<file path="src/rtl/fb_write_arbiter.sv">
//------------------------------------------------------------------------------
// fb_write_arbiter
//
// Shares the single framebuffer write port among N_REQ write-side masters
// (display processor, blitter, clear engine, ...) in the gpu_clk domain.
// Grants are round-robin. Each grant costs one IDLE arbitration cycle, after
// which the owner streams beats through a one-cycle registered output stage.
//
// Optional feature macro: FB_WRITE_ARBITER_BURST_EN
//   defined   : a grant lasts until req_last, MAX_BURST beats or TIMEOUT
//               idle cycles, whichever comes first.
//   undefined : every grant carries exactly one beat (or ends on TIMEOUT);
//               req_last and MAX_BURST have no effect and no beat counter
//               is built.
//
// Ports:
//   clk        in   gpu clock
//   reset      in   asynchronous active-high reset
//   req_valid  in   [N_REQ]         per-requester beat valid
//   req_ready  out  [N_REQ]         per-requester beat accept (owner only)
//   req_last   in   [N_REQ]         final beat of the requester's burst
//   req_addr   in   [N_REQ*ADDR_W]  packed word addresses
//   req_data   in   [N_REQ*32]      packed write data
//   req_be     in   [N_REQ*4]       packed byte enables
//   fb_wr_addr out  [ADDR_W]        framebuffer write address
//   fb_wr_data out  [32]            framebuffer write data
//   fb_wr_en   out  [4]             framebuffer byte write enables
//   grant_id   out  [$clog2(N_REQ)] current owner (valid while busy)
//   busy       out                  high while a grant is active
//------------------------------------------------------------------------------
`timescale 1ns/1ps

module fb_write_arbiter #(
  parameter int N_REQ     = 3,
  parameter int ADDR_W    = 15,
  parameter int MAX_BURST = 16,
  parameter int TIMEOUT   = 8
) (
  input  logic                      clk,
  input  logic                      reset,
  input  logic [N_REQ-1:0]          req_valid,
  output logic [N_REQ-1:0]          req_ready,
  input  logic [N_REQ-1:0]          req_last,
  input  logic [N_REQ*ADDR_W-1:0]   req_addr,
  input  logic [N_REQ*32-1:0]       req_data,
  input  logic [N_REQ*4-1:0]        req_be,
  output logic [ADDR_W-1:0]         fb_wr_addr,
  output logic [31:0]               fb_wr_data,
  output logic [3:0]                fb_wr_en,
  output logic [$clog2(N_REQ)-1:0]  grant_id,
  output logic                      busy
);

  localparam int ID_W   = $clog2(N_REQ);
  localparam int IDLE_W = $clog2(TIMEOUT + 1);

  typedef enum logic [0:0] {
    IDLE  = 1'b0,
    GRANT = 1'b1
  } state_t;

  state_t            state;
  state_t            next_state;
  logic [ID_W-1:0]   last_winner;
  logic [ID_W-1:0]   winner;
  logic [ID_W-1:0]   hi_idx;
  logic [ID_W-1:0]   lo_idx;
  logic              hi_found;
  logic              lo_found;
  logic              take_hi;
  logic              take_lo;
  logic              any_valid;
  logic              accept;
  logic              release_grant;
  logic              owner_valid;
  logic              owner_last;
  logic [ADDR_W-1:0] sel_addr;
  logic [31:0]       sel_data;
  logic [3:0]        sel_be;
  logic [IDLE_W-1:0] idle_cnt;

`ifdef FB_WRITE_ARBITER_BURST_EN
  localparam int BEAT_W = $clog2(MAX_BURST + 1);
  logic [BEAT_W-1:0] beat_cnt;
`else
  // req_last and MAX_BURST only matter for multi-beat grants
  logic unused_burst_inputs;
  assign unused_burst_inputs = ^{req_last, (MAX_BURST > 0)};
`endif

  assign any_valid = |req_valid;
  assign busy      = (state == GRANT);

  // Round-robin pick: first valid above last_winner, else first valid at or below it
  always_comb begin
    hi_found = 1'b0;
    lo_found = 1'b0;
    hi_idx   = {ID_W{1'b0}};
    lo_idx   = {ID_W{1'b0}};
    take_hi  = 1'b0;
    take_lo  = 1'b0;
    for (int i = 0; i < N_REQ; i++) begin
      take_hi  = req_valid[i] && !hi_found && (ID_W'(i) > last_winner);
      take_lo  = req_valid[i] && !lo_found && (ID_W'(i) <= last_winner);
      hi_idx   = take_hi ? ID_W'(i) : hi_idx;
      lo_idx   = take_lo ? ID_W'(i) : lo_idx;
      hi_found = hi_found | take_hi;
      lo_found = lo_found | take_lo;
    end
    winner = hi_found ? hi_idx : lo_idx;
  end

  // AND-OR mux of the owner's request fields
  always_comb begin
    owner_valid = 1'b0;
    owner_last  = 1'b0;
    sel_addr    = {ADDR_W{1'b0}};
    sel_data    = 32'h0000_0000;
    sel_be      = 4'h0;
    for (int i = 0; i < N_REQ; i++) begin
      owner_valid = owner_valid | ((grant_id == ID_W'(i)) & req_valid[i]);
      owner_last  = owner_last  | ((grant_id == ID_W'(i)) & req_last[i]);
      sel_addr    = sel_addr | ({ADDR_W{grant_id == ID_W'(i)}} & req_addr[i*ADDR_W +: ADDR_W]);
      sel_data    = sel_data | ({32{grant_id == ID_W'(i)}} & req_data[i*32 +: 32]);
      sel_be      = sel_be   | ({4{grant_id == ID_W'(i)}} & req_be[i*4 +: 4]);
    end
  end

  // Ready goes only to the owner, and only while granted
  always_comb begin
    req_ready = {N_REQ{1'b0}};
    for (int i = 0; i < N_REQ; i++) begin
      req_ready[i] = (state == GRANT) && (grant_id == ID_W'(i));
    end
  end

  // Next-state logic: accept detection and release decision
  always_comb begin
    next_state    = state;
    accept        = 1'b0;
    release_grant = 1'b0;
    case (state)
      IDLE: begin
        if (any_valid) begin
          next_state = GRANT;
        end else begin
          next_state = IDLE;
        end
      end
      GRANT: begin
        accept = owner_valid;
        if (owner_valid) begin
`ifdef FB_WRITE_ARBITER_BURST_EN
          // beat_cnt holds beats already taken, so MAX_BURST-1 means this is the last allowed
          release_grant = owner_last || (beat_cnt == BEAT_W'(MAX_BURST - 1));
`else
          release_grant = 1'b1;
`endif
        end else begin
          // The count reaches TIMEOUT on this edge
          release_grant = (idle_cnt == IDLE_W'(TIMEOUT - 1));
        end
        next_state = release_grant ? IDLE : GRANT;
      end
      default: begin
        next_state = IDLE;
      end
    endcase
  end

  // State register
  always_ff @(posedge clk or posedge reset) begin
    if (reset) begin
      state <= IDLE;
    end else begin
      state <= next_state;
    end
  end

  // Owner, round-robin pointer and grant counters
  always_ff @(posedge clk or posedge reset) begin
    if (reset) begin
      grant_id    <= {ID_W{1'b0}};
      last_winner <= ID_W'(N_REQ - 1);
      idle_cnt    <= {IDLE_W{1'b0}};
`ifdef FB_WRITE_ARBITER_BURST_EN
      beat_cnt    <= {BEAT_W{1'b0}};
`endif
    end else begin
      case (state)
        IDLE: begin
          if (any_valid) begin
            grant_id <= winner;
            idle_cnt <= {IDLE_W{1'b0}};
`ifdef FB_WRITE_ARBITER_BURST_EN
            beat_cnt <= {BEAT_W{1'b0}};
`endif
          end
        end
        GRANT: begin
          if (accept) begin
            idle_cnt <= {IDLE_W{1'b0}};
`ifdef FB_WRITE_ARBITER_BURST_EN
            beat_cnt <= beat_cnt + BEAT_W'(1);
`endif
          end else begin
            idle_cnt <= idle_cnt + IDLE_W'(1);
          end
          if (release_grant) begin
            last_winner <= grant_id;
          end
        end
        default: begin
          idle_cnt <= {IDLE_W{1'b0}};
        end
      endcase
    end
  end

  // Registered write stage; enables drop on any cycle without an accepted beat
  always_ff @(posedge clk or posedge reset) begin
    if (reset) begin
      fb_wr_addr <= {ADDR_W{1'b0}};
      fb_wr_data <= 32'h0000_0000;
      fb_wr_en   <= 4'h0;
    end else if (accept) begin
      fb_wr_addr <= sel_addr;
      fb_wr_data <= sel_data;
      fb_wr_en   <= sel_be;
    end else begin
      fb_wr_en   <= 4'h0;
    end
  end

endmodule
</file>
<file path="config.mk">
export PLATFORM = sky130hd
export DESIGN_NAME = fb_write_arbiter
export DESIGN_NICKNAME = d
export VERILOG_FILES = /design/src/rtl/fb_write_arbiter.sv
export SDC_FILE = /design/constraint.sdc
export NUM_CORES = 1
export LEC_CHECK = 0
export BUFFER_PORTS_ARGS = -buffer_cell sky130_fd_sc_hd__clkbuf_2
export CORE_ASPECT_RATIO = 0.75
export CORE_UTILIZATION = 39
export CTS_CLUSTER_DIAMETER = 100
export DETAILED_ROUTE_END_ITERATION = 12
export PLACE_DENSITY = 0.77
export SYNTH_ARGS = -nofsm -noshare
export SYNTH_HDL_FRONTEND = slang
export SYNTH_SLANG_ARGS = --single-unit
</file>
<file path="constraint.sdc">
create_clock -name clk -period 1.8 [get_ports clk]
set_input_delay 0.36 -clock clk [delete_from_list [all_inputs] [get_ports clk]]
set_output_delay 0.36 -clock clk [all_outputs]
set_load 0.02 [all_outputs]
</file>
; Yosys cells after proc, flatten, opt, wreduce, memory -nomap -nowiden
; Cells that the tools add are included.
[totals]
reg_bits = 60
latch_bits = 0
ramBits = 0
romBits = 0
in_bits = 161
out_inout_bits = 57
wordCells = 79
n_memories = 0
[op_classes]
addsub = 1
mul = 0
n_div = 0
order_cmp = 6
eq_ne = 4
shift = 0
muxes = 16
bitwise = 24
reduce_logical = 21
[ops]
columns = op, count
row1 = $and 32x32->32, 3
row2 = $or 32x32->32, 2
row3 = $and 15x15->15, 3
row4 = $or 15x15->15, 2
row5 = $logic_and 1x1->1, 13
row6 = $and 4x4->4, 3
row7 = $mux 4, 3
row8 = $mux 1, 8
row9 = $or 4x4->4, 2
row10 = $pmux 4 s2, 1
row11 = $mux 2, 3
row12 = $or 1x1->1, 5
row13 = $add 4x1->4 const B, 1
row14 = $eq 4x3->1 const B, 1
row15 = $gt 1x2->1 const A, 2
row16 = $le 1x2->1 const A, 2
row17 = $logic_not 1->1, 4
row18 = $reduce_and 2->1, 2
row19 = $and 1x1->1, 3
row20 = $reduce_or 3->1, 1
row21 = $eq 2x1->1 const B, 1
row22 = $eq 2x2->1 const B, 1
row23 = $gt 2x2->1 const A, 1
row24 = $le 2x2->1 const A, 1
row25 = other kinds (4), 4

; Logic depth before layout (Yosys ltp)
[logic_depth]
word_depth = 11
ltp_mapped = 6
ltp_nobuf = 4

; Worst setup path after synthesis
; Ideal clock, no wire load.
[synth_timing]
kind = register -> output
start = reg grant_id[1]
end = out req_ready[1]
arrival_ps = 1398
required_ps = 1440
slack_ps = 42
path_stages_with_launch = 6
path_buffers = 3
path_cell_list = dfrtp_1 > buf_4 > nor2b_1 > buf_2 > clkbuf_1 > and2_1
[synth_between]
elab_chain_len = 2
[synth_rtl]
columns = element, line
row1 = "start, declared", 50  ; output logic [$clog2(N_REQ)-1:0] grant_id,
row2 = "start signal, assigned", 183  ; grant_id <= {ID_W{1'b0}};
row3 = "start signal, assigned", 193  ; grant_id <= winner;
row4 = $eq 2x1->1, 133  ; req_ready[i] = (state == GRANT) && (grant_id == ID_W'(i));
row5 = $logic_and 1x1->1, 133
row6 = "end, declared", 42  ; output logic [N_REQ-1:0] req_ready,
; No other way between the ends.

; Final worst setup path
[layout_timing]
start = reg grant_id[1]
end = reg fb_wr_data[12]
[layout_between]
elab_chain_len = 5
word_cells_on_any_way = 14
classes_between = eq/ne (2) / mux (1) / bitwise (10) / reduce/logical (1)
[layout_rtl]
columns = element, line
row1 = $eq 2x1->1 / $logic_not 2->1 (equally long branches), "121, 124"
row2 = $and 1x1->1, 121  ; owner_valid = owner_valid | ((grant_id == ID_W'(i)) & req_valid[i]);
row3 = $or 1x1->1 (2 in a row), 121
row4 = $mux 1, 142  ; case (state)
row5 = "end signal, assigned", 228  ; fb_wr_data <= sel_data;
row6 = "end, declared", 48  ; output logic [31:0] fb_wr_data,
; Parallel ways exist; a longest one is shown, timed or not.
; A chain may end at the register's enable or synchronous reset.

==> impl_metrics.ini <==
[outcome]
outcome = finished clean

[placed_design]
numPortBuffers = 214
place_congestion = 0.7770
place_hpwl_mm = 7.044

[flow_run]
cap_violations = 0

[global_route]
antenna_found_initial = 0
grt_max_degree = 35
gr-total-overflow = 0
gr-usage-all-layers = 0.2069
grt_pass1_vias = 3238
grt_pass1_wl_mm = 15.28

[routing]
drt_wl_total_mm = 9.427
drc_errors = 0
firstDrtPassIters = 4
viasPerCell = 5.137
wire_per_inst_um = 15.35
initialDrtViolationCount = 64
postRouteAntennaNets = 0
vias = 3154

[synthesis]
synth.most_common_cell = dfrtp_1
yosysSeqAreaShare = 0.4333
netlist_top_cells_count = dfrtp_1, mux2i_1, o2bb2ai_1
synth_top_cell_area_share = 0.4257
synth_edf_count = 0
async_reset_ff_frac = 1.000
ys_top_cells_by_area = dfrtp_1, mux2_2, mux2i_1, o2bb2ai_1, buf_6
syn_inst = 283
syn_area_per_cell_um2 = 12.26
synthFlopType = dfrtp_1
synth-seq-cells = 60
ys_warn_count = 0
syn_nets = 445
ys_types = 34
syn_area_mm2 = 0.003468
synth_top_area_cell = dfrtp_1

[pwr]
p_sw_uw = 3584
power_frac_clock = 0.195
pwr-share-comb = 0.543
pwr-share-seq = 0.262
peakVddDrop_mv = 0.9082
p_per_area_mw_per_mm2 = 1801
switching_share = 0.3897
internal_power_uw = 5614
leakage_uw = 0.002503

[clock_network]
clock_path_buffers = 2
ctsHtreeMaxLevel = 3
numCtsBuffers = 9
cts_root_buf = clkbuf_16
cts_sinks = 60
clk_latency_ns = 0.32
clk_pin_slew_ns = 0.06
cts_tree = done
hold_buffers = 0

[die]
dieArea_mm2 = 0.009278
core_mm2 = 0.008527
start_util = 0.4067
num_io_pins = 218
rows = 29
dieWidth_um = 110.9
die_h_um = 83.67

[finish]
drive_gt1_frac = 0.5988
fin_nets = 663
antenna_cells = 0
areaGrowthSynthToFinish_pct = 47.29
fill_cells = 720

[sta]
min_period_ns = 1.717
rsz0062_at_grt = false
worst_pin_slew_ns = 0.4362
slew_headroom = 0.7092
timing.hold.ws_ns = 0.1218
fin_skew_ns = 0.008144
finalHoldViolCount = 0
setup_viol = 0
setup_tns_ns = 0
clock.fmax_mhz = 582.4
finalMaxSlewViolations = 0
finalCritPeriodShare = 0.9538

[worst_setup_path]
critPathCaptureType = register
worstPathRequired_ns = 1.99
crit_type = register to register
start_kind = register
crit_path_max_fanout = 26
r2r_end = fb_wr_data[12]
ff2ff_setup_slack_ns = 0.08
r2r-start = grant_id[1]
reg2regPathDepth = 4
crit_path_start = grant_id[1]
endpoint = fb_wr_data[12]
crit_arrival_ns = 1.91

[worst_hold_path]
hp-class = input pin to async pin
-- power groups by stage --
| stage | sequential, µW | combinational, µW | clock, µW |
|---|---|---|---|
| 2_1_floorplan | 3090 | 2670 | 0 |
| 3_3_place_gp | 2390 | 4700 | 0 |
| 3_5_place_dp | 2420 | 4830 | 0 |
| 4_1_cts | 2420 | 4950 | 1850 |
| 5_1_grt | 2510 | 5360 | 1910 |
| 6_report | 2410 | 4990 | 1800 |
-- state kept, by name, indices dropped and copies added, names as in the netlist --
| register | count |
|---|---|
| fb_wr_data | 32 |
| fb_wr_addr | 15 |
| busy | 1 |
| grant_id | 2 |
| last_winner | 2 |
| fb_wr_en | 4 |
| idle_cnt | 4 |
-- critical path, cell delays in order (launching register included) --
cell and delay, ns:
dfrtp_4 0.56, mux2i_4 0.24, o21ai_4 0.22, buf_12 0.21, mux2_2 0.36
-- layer usage --
metal	global-route usage	up-vias	routed length [µm]
li1	-	1512	-
met1	0.2265	1508	3762
met2	0.3806	130	4888
met3	0.07553	4	732
met4	0.04727	0	44
met5	0	-	0
-- cells by family after synthesis --
| kind of cell | after synthesis | synth area share |
|---|---|---|
| AND/OR/NAND/NOR | 25 | 0.03860 |
| flip-flops | 60 | 0.4333 |
| XOR/XNOR | 1 | 0.002526 |
| adder cells (fa/ha/maj) | 1 | 0.003607 |
| buffers and inverters | 30 | 0.05015 |
| multiplexers | 101 | 0.3128 |
| AO/OA/AOI/OAI | 65 | 0.1591 |
-- stage by stage --
| step | utilization | cell area, µm² | power [µW] | cells | setup WS (ns) |
|---|---|---|---|---|---|
| after floorplan | - | 3472 | 5767 | 283 | 0.04167 |
| after global placement | 0.5511 | 4700 | 7088 | 594 | 0.1510 |
| after detailed placement | 0.5511 | 4700 | 7247 | 594 | 0.1298 |
| after CTS | 0.5940 | 5065 | 9217 | 611 | 0.002739 |
| after global routing | 0.5991 | 5109 | 9784 | 614 | 0.01944 |
| final | 0.5991 | 5109 | 9199 | 614 | 0.08308 |
-- layout by cell type, fill, tap and decap left out, drive strengths merged --
| master | n |
|---|---|
| clkbuf | 225 |
| dfrtp | 59 |
| mux2i | 52 |
| mux2 | 49 |
| o2bb2ai | 47 |
| buf | 15 |
| nand2 | 8 |
| inv | 5 |
| o21ai | 5 |
| or2 | 4 |
| a21boi | 4 |
| nor2 | 3 |
| clkinvlp | 3 |
| nor2b | 3 |
| nand4b | 2 |
| o211ai | 2 |
| a32o | 2 |
| bufinv | 2 |
| clkinv | 2 |
| nand2b | 1 |
| nand3b | 1 |
| nor4 | 1 |
| o2111ai | 1 |
| o311ai | 1 |
| o22ai | 1 |
| o31ai | 1 |
| and2 | 1 |
| a21o | 1 |
| nand3 | 1 |
| xor2 | 1 |
| ha | 1 |
| bufbuf | 1 |
| dfstp | 1 |
-- how the worst min path moves through the flow --
stage,start,cells after the start,to
2_1_floorplan,reset,1,busy
3_3_place_gp,reset,3,fb_wr_addr[9]
3_5_place_dp,reset,3,fb_wr_addr[9]
4_1_cts,reset,3,fb_wr_addr[12]
5_1_grt,reset,3,fb_wr_addr[3]
6_report,reset,3,fb_wr_addr[3]
-- timing repair --
item                                    4_1_cts  5_1_grt
endpoints found under the setup margin        3        3
buffers inserted                              0        2
gates resized for setup                       3        1
cloned                                        1        1
-- cell type report --
class                           count  area, µm²  share of cell area
Clock buffer                       10      229.0             0.04482
Clock inverter                      6      88.84             0.01739
Inverter                            6      26.28            0.005143
Multi-Input combinational cell    193       1799              0.3522
Sequential cell                    60       1508              0.2951
Tap cell                          108      135.1             0.02645
Timing Repair Buffer              231       1323              0.2589
(Power assumes the default switching activity.)
